--- src/rtl/vga_timing_pkg.sv ---
// vga_timing_pkg: shared 640x480@60 timing constants for the timing generator and the renderers.
package vga_timing_pkg;
    localparam int VGA_H_VISIBLE = 640;
    localparam int VGA_H_FRONT   = 16;
    localparam int VGA_H_SYNC    = 96;
    localparam int VGA_H_BACK    = 48;
    localparam int VGA_V_VISIBLE = 480;
    localparam int VGA_V_FRONT   = 10;
    localparam int VGA_V_SYNC    = 2;
    localparam int VGA_V_BACK    = 33;
    localparam int VGA_H_TOTAL   = VGA_H_VISIBLE + VGA_H_FRONT + VGA_H_SYNC + VGA_H_BACK;
    localparam int VGA_V_TOTAL   = VGA_V_VISIBLE + VGA_V_FRONT + VGA_V_SYNC + VGA_V_BACK;
    localparam int COORD_W       = 10;
    localparam logic SYNC_ACTIVE = 1'b0;
endpackage

--- src/rtl/sync_delay_line.sv ---
// sync_delay_line: DEPTH-stage shift register with synchronous reset to RST_VAL; DEPTH=0 is a wire.
module sync_delay_line #(
    parameter int W = 1,
    parameter int DEPTH = 1,
    parameter logic [W-1:0] RST_VAL = '0
) (
    input  logic         clk_i,
    input  logic         rst_i,
    input  logic [W-1:0] d_i,
    output logic [W-1:0] q_o
);
    if (DEPTH == 0) begin : g_pass
        logic unused;
        assign unused = ^{clk_i, rst_i};
        assign q_o = d_i;
    end else begin : g_pipe
        logic [W-1:0] stage_q [DEPTH];
        always_ff @(posedge clk_i) begin
            if (rst_i) begin
                for (int i = 0; i < DEPTH; i++) stage_q[i] <= RST_VAL;
            end else begin
                stage_q[0] <= d_i;
                for (int i = 1; i < DEPTH; i++) stage_q[i] <= stage_q[i-1];
            end
        end
        assign q_o = stage_q[DEPTH-1];
    end
endmodule

--- src/rtl/vga_timing_gen.sv ---
// vga_timing_gen: raster counters with registered blank/sync decode, frame/line strobes
// and sync copies delayed to match the renderers' colour pipeline.
module vga_timing_gen
    import vga_timing_pkg::*;
#(
    parameter int H_VISIBLE  = VGA_H_VISIBLE,
    parameter int H_FRONT    = VGA_H_FRONT,
    parameter int H_SYNC     = VGA_H_SYNC,
    parameter int H_BACK     = VGA_H_BACK,
    parameter int V_VISIBLE  = VGA_V_VISIBLE,
    parameter int V_FRONT    = VGA_V_FRONT,
    parameter int V_SYNC     = VGA_V_SYNC,
    parameter int V_BACK     = VGA_V_BACK,
    parameter int SYNC_DELAY = 2
) (
    input  logic               vga_clk,
    input  logic               reset,
    output logic [COORD_W-1:0] DrawX,
    output logic [COORD_W-1:0] DrawY,
    output logic               blank,
    output logic               hs,
    output logic               vs,
    output logic               hs_d,
    output logic               vs_d,
    output logic               blank_d,
    output logic               frame_start,
    output logic               line_start
);
    localparam int H_TOTAL = H_VISIBLE + H_FRONT + H_SYNC + H_BACK;
    localparam int V_TOTAL = V_VISIBLE + V_FRONT + V_SYNC + V_BACK;
    localparam logic [COORD_W-1:0] H_LAST = COORD_W'(H_TOTAL - 1);
    localparam logic [COORD_W-1:0] V_LAST = COORD_W'(V_TOTAL - 1);
    localparam logic [COORD_W-1:0] H_VIS  = COORD_W'(H_VISIBLE);
    localparam logic [COORD_W-1:0] V_VIS  = COORD_W'(V_VISIBLE);
    localparam logic [COORD_W-1:0] HS_ON  = COORD_W'(H_VISIBLE + H_FRONT);
    localparam logic [COORD_W-1:0] HS_OFF = COORD_W'(H_VISIBLE + H_FRONT + H_SYNC);
    localparam logic [COORD_W-1:0] VS_ON  = COORD_W'(V_VISIBLE + V_FRONT);
    localparam logic [COORD_W-1:0] VS_OFF = COORD_W'(V_VISIBLE + V_FRONT + V_SYNC);

    if (H_TOTAL > (1 << COORD_W) || V_TOTAL > (1 << COORD_W)) begin : g_bad_totals
        $error("vga_timing_gen: H_TOTAL/V_TOTAL exceed the coordinate range");
    end

    logic [COORD_W-1:0] hc_q, hc_d, vc_q, vc_d;
    logic blank_q, hs_q, vs_q, fs_q, ls_q;
    logic [2:0] dly;

    always_comb begin
        hc_d = (hc_q == H_LAST) ? '0 : hc_q + 1'b1;
        vc_d = (hc_q != H_LAST) ? vc_q : (vc_q == V_LAST) ? '0 : vc_q + 1'b1;
    end

    // Reset parks on the last position of the frame so release starts a whole frame at (0,0).
    always_ff @(posedge vga_clk) begin
        if (reset) begin
            hc_q    <= H_LAST;
            vc_q    <= V_LAST;
            blank_q <= 1'b0;
            hs_q    <= ~SYNC_ACTIVE;
            vs_q    <= ~SYNC_ACTIVE;
            fs_q    <= 1'b0;
            ls_q    <= 1'b0;
        end else begin
            hc_q    <= hc_d;
            vc_q    <= vc_d;
            blank_q <= (hc_d < H_VIS) && (vc_d < V_VIS);
            hs_q    <= (hc_d >= HS_ON && hc_d < HS_OFF) ? SYNC_ACTIVE : ~SYNC_ACTIVE;
            vs_q    <= (vc_d >= VS_ON && vc_d < VS_OFF) ? SYNC_ACTIVE : ~SYNC_ACTIVE;
            fs_q    <= (hc_d == '0) && (vc_d == '0);
            ls_q    <= (hc_d == '0);
        end
    end

    sync_delay_line #(
        .W      (3),
        .DEPTH  (SYNC_DELAY),
        .RST_VAL({~SYNC_ACTIVE, ~SYNC_ACTIVE, 1'b0})
    ) u_sync_dly (
        .clk_i(vga_clk),
        .rst_i(reset),
        .d_i  ({hs_q, vs_q, blank_q}),
        .q_o  (dly)
    );

    assign {hs_d, vs_d, blank_d} = dly;
    assign DrawX       = hc_q;
    assign DrawY       = vc_q;
    assign blank       = blank_q;
    assign hs          = hs_q;
    assign vs          = vs_q;
    assign frame_start = fs_q;
    assign line_start  = ls_q;
endmodule

--- config.mk ---
export PLATFORM = sky130hd
export DESIGN_NAME = vga_timing_gen
export DESIGN_NICKNAME = d
export VERILOG_FILES = /design/src/rtl/vga_timing_pkg.sv /design/src/rtl/sync_delay_line.sv /design/src/rtl/vga_timing_gen.sv
export SDC_FILE = /design/constraint.sdc
export NUM_CORES = 1
export LEC_CHECK = 0
export BUFFER_PORTS_ARGS = -buffer_cell sky130_fd_sc_hd__buf_2
export CAP_MARGIN = 5
export CELL_PAD_IN_SITES_DETAIL_PLACEMENT = 1
export CELL_PAD_IN_SITES_GLOBAL_PLACEMENT = 2
export CORE_ASPECT_RATIO = 0.6
export CORE_MARGIN = 2
export CORE_UTILIZATION = 35
export CTS_CLUSTER_DIAMETER = 30
export DETAILED_ROUTE_END_ITERATION = 12
export GPL_TIMING_DRIVEN = 0
export HOLD_SLACK_MARGIN = 0.12
export PLACE_DENSITY = 0.89
export SYNTH_ARGS = -nofsm -noshare
export SYNTH_HDL_FRONTEND = slang
export SYNTH_SLANG_ARGS = --single-unit
--- constraint.sdc ---
create_clock -name vga_clk -period 6.5 [get_ports vga_clk]
set_clock_uncertainty 0.05 [all_clocks]
set_input_delay 0.65 -clock vga_clk [delete_from_list [all_inputs] [get_ports vga_clk]]
set_output_delay 0.65 -clock vga_clk [all_outputs]
set_load 0.01 [all_outputs]
==> metrics.csv <==
metric,value,unit
maximum VDD drop,0.000164,V
P&R area growth vs syn,21.1,%
Num CTS Buffers,5,
DR WL/cell,15.5,µm
Worst Max-Slew Pin Slew,0.699,ns
Hold Crit Class,reg -> reg,
# DRC,0,
CTS Root Cell,clkbuf_8,
first-pass GRT wire length,7.33,mm
Synth Instances,181,
YS warnings,0,
routed vias,1453,
"commonest non-fill, non-tap cells in the layout","dfxtp_1 (31), buf_2 (31), nor2_1 (14)",
Tot GR Track Use,18.2,%
PwrDens,480,mW/mm²
RSZ-0062 raised after global routing,false,
Post-Syn Area,0.00158,mm²
Main synth FF type,dfxtp_1,
Clock Sinks,31,
number of nets in the layout,221,
Buffers on Ports,28,
post-placement worst setup slack,3.65,ns
worst skew pair latency,0.28,ns
HPWL Detailed,3.27,mm
die height,56.0,µm
Routed WL,4.29,mm
Netlist cell types,47,
Synth Area per Inst,8.72,µm²
full die area,0.00508,mm²
Clock transition at path regs,0.07,ns
Crit Path Category,reg -> reg,
"Max FO, Critical Path",7,
Tmin final,2.98,ns
DR vias/cell,5.25,
hold buffers post-CTS,0,
register area,621,µm²
highest clock rate,336,MHz
Synth Net Count,186,
Final Util,45.4,%
Routed Antenna Nets,0,
filler cell count,523,
Die Wd,90.7,µm
largest net degree at the start of global routing,11,
initial antenna violation count,0,
CTS HTree Levels,2,
total global routing overflow,0,
CORE AREA,0.00421,mm²
Max Slew Vio Count,0,
# setup viols final,0,
routability congestion estimate,0.857,
number of DRC markers in iteration 0,118,
Worst setup EP type,flop,
multi-input logic area,856,µm²
max-cap check violation count,0,
startpoint types,flop,
Yosys reg bits,31,
post-route setup slack,3.52,ns
initial core utilization,37.5,%
vias in the first global route,1360,
drt pass-1 iters,4,
number of synthesized flops with an enable pin,0,
TritonCTS clock tree,done,
IO Count,30,
Fin Setup TNS,0,ns
sequential share of the synthesized area,39.3,%
clk buf depth,2,
"Arr. time, crit path",3.07,ns
static leakage,0.000759,µW
number of gates resized after CTS,0,
floorplan row count,18,
"Hold Vio Cnt, Final",0,
share of post-route cells with drive strength above 1,25.8,%
Slew Limit Headroom,53.0,%
Tcrit/Tclk final,45.8,%
setup bufs post-CTS,0,
"FFs w/ async S/R, synth",0,%
ANT cells,0,
outcome,completed,
Crit path required time,6.59,ns
==> cell families after synthesis <==
group	after synthesis	synth area share (%)
buf+inv	20	6.42
compound gates	30	12.9
fa+ha+maj	3	2.38
simple gates	84	31.7
flops	31	39.3
xor+xnor	13	7.22
==> final timing paths <==
| path | startpoint | to | slack, ns | cells after the start |
|---|---|---|---|---|
| min reg2reg | u_sync_dly.g_pipe.stage_q[0][2] | u_sync_dly.g_pipe.stage_q[0][5] | 0.37 | 1 |
| min | u_sync_dly.g_pipe.stage_q[0][2] | u_sync_dly.g_pipe.stage_q[0][5] | 0.37 | 1 |
| max reg2reg | DrawX[0] | vs | 3.52 | 7 |
| max | DrawX[0] | vs | 3.52 | 7 |
==> report_power, final <==
group,leakage [µW],total [µW],internal [µW],switching [µW]
logic,0.000445,453,183,270
clock network,0.0000612,199,124,74.5
registers,0.000253,266,228,38.4
==> critical path: stages (launching register included) <==
cell	delay [ns]
dfxtp_1	0.43
ha_1	0.30
nand4_1	0.40
nor4_1	0.75
nand2_1	0.14
xor2_1	0.20
nor3_1	0.41
nand4_1	0.14
==> per-stage QoR <==
stage / hold slack (ns) / cells / area [µm²] / power, µW
after floorplan: 0.339 / 181 / 1580 / 598
after global placement: 0.349 / 269 / 1790 / 704
after detailed placement: 0.352 / 269 / 1790 / 720
after CTS: 0.373 / 277 / 1910 / 922
after global routing: 0.381 / 277 / 1910 / 993
final: 0.368 / 277 / 1910 / 918
==> synthesized netlist by cell type (3+ instances only) <==
| library cell | instances | area, µm² |
|---|---|---|
| dfxtp_1 | 31 | 621 |
| nor2_1 | 14 | 52.6 |
| nand2_1 | 11 | 41.3 |
| nor3_1 | 11 | 55.1 |
| nand3_1 | 8 | 40.0 |
| a21oi_1 | 7 | 35.0 |
| clkbuf_1 | 7 | 26.3 |
| xor2_1 | 7 | 61.3 |
| inv_1 | 6 | 22.5 |
| xnor2_1 | 6 | 52.6 |
| o21ai_1 | 5 | 25.0 |
| or2_2 | 5 | 31.3 |
| and3_1 | 4 | 25.0 |
| nand4_1 | 4 | 25.0 |
| a31oi_1 | 3 | 18.8 |
| buf_2 | 3 | 15.0 |
| buf_6 | 3 | 33.8 |
| ha_1 | 3 | 37.5 |
| nand2b_1 | 3 | 18.8 |
| nor2b_1 | 3 | 18.8 |
| nor4_1 | 3 | 18.8 |
| or4_1 | 3 | 22.5 |
==> per-layer routing <==
| metal | GRT usage, % | part of all wire, % | up-vias |
|---|---|---|---|
| met5 | 0 | 0 | - |
| met4 | 3.30 | 0.47 | 0 |
| met3 | 5.42 | 5.5 | 4 |
| met2 | 23.7 | 41 | 31 |
| met1 | 28.9 | 53 | 708 |
| li1 | - | - | 710 |
==> sequential cells by signal (all words and copies together) (netlist names) <==
name / count
blank: 1
vs: 1
line_start: 1
u_sync_dly.g_pipe.stage_q: 6
DrawY: 10
hs: 1
frame_start: 1
DrawX: 10
==> area by class of cell <==
class                           instances  share of cell area (%)
Sequential cell                        31                    32.5
Multi-Input combinational cell        130                    44.8
Clock buffer                            6                    4.32
Inverter                                7                    1.38
Clock inverter                          2                    1.83
Timing Repair Buffer                   28                    7.33
Tap cell                               60                    3.93
Buffer                                 13                    3.93
(Power assumes the default switching activity.)
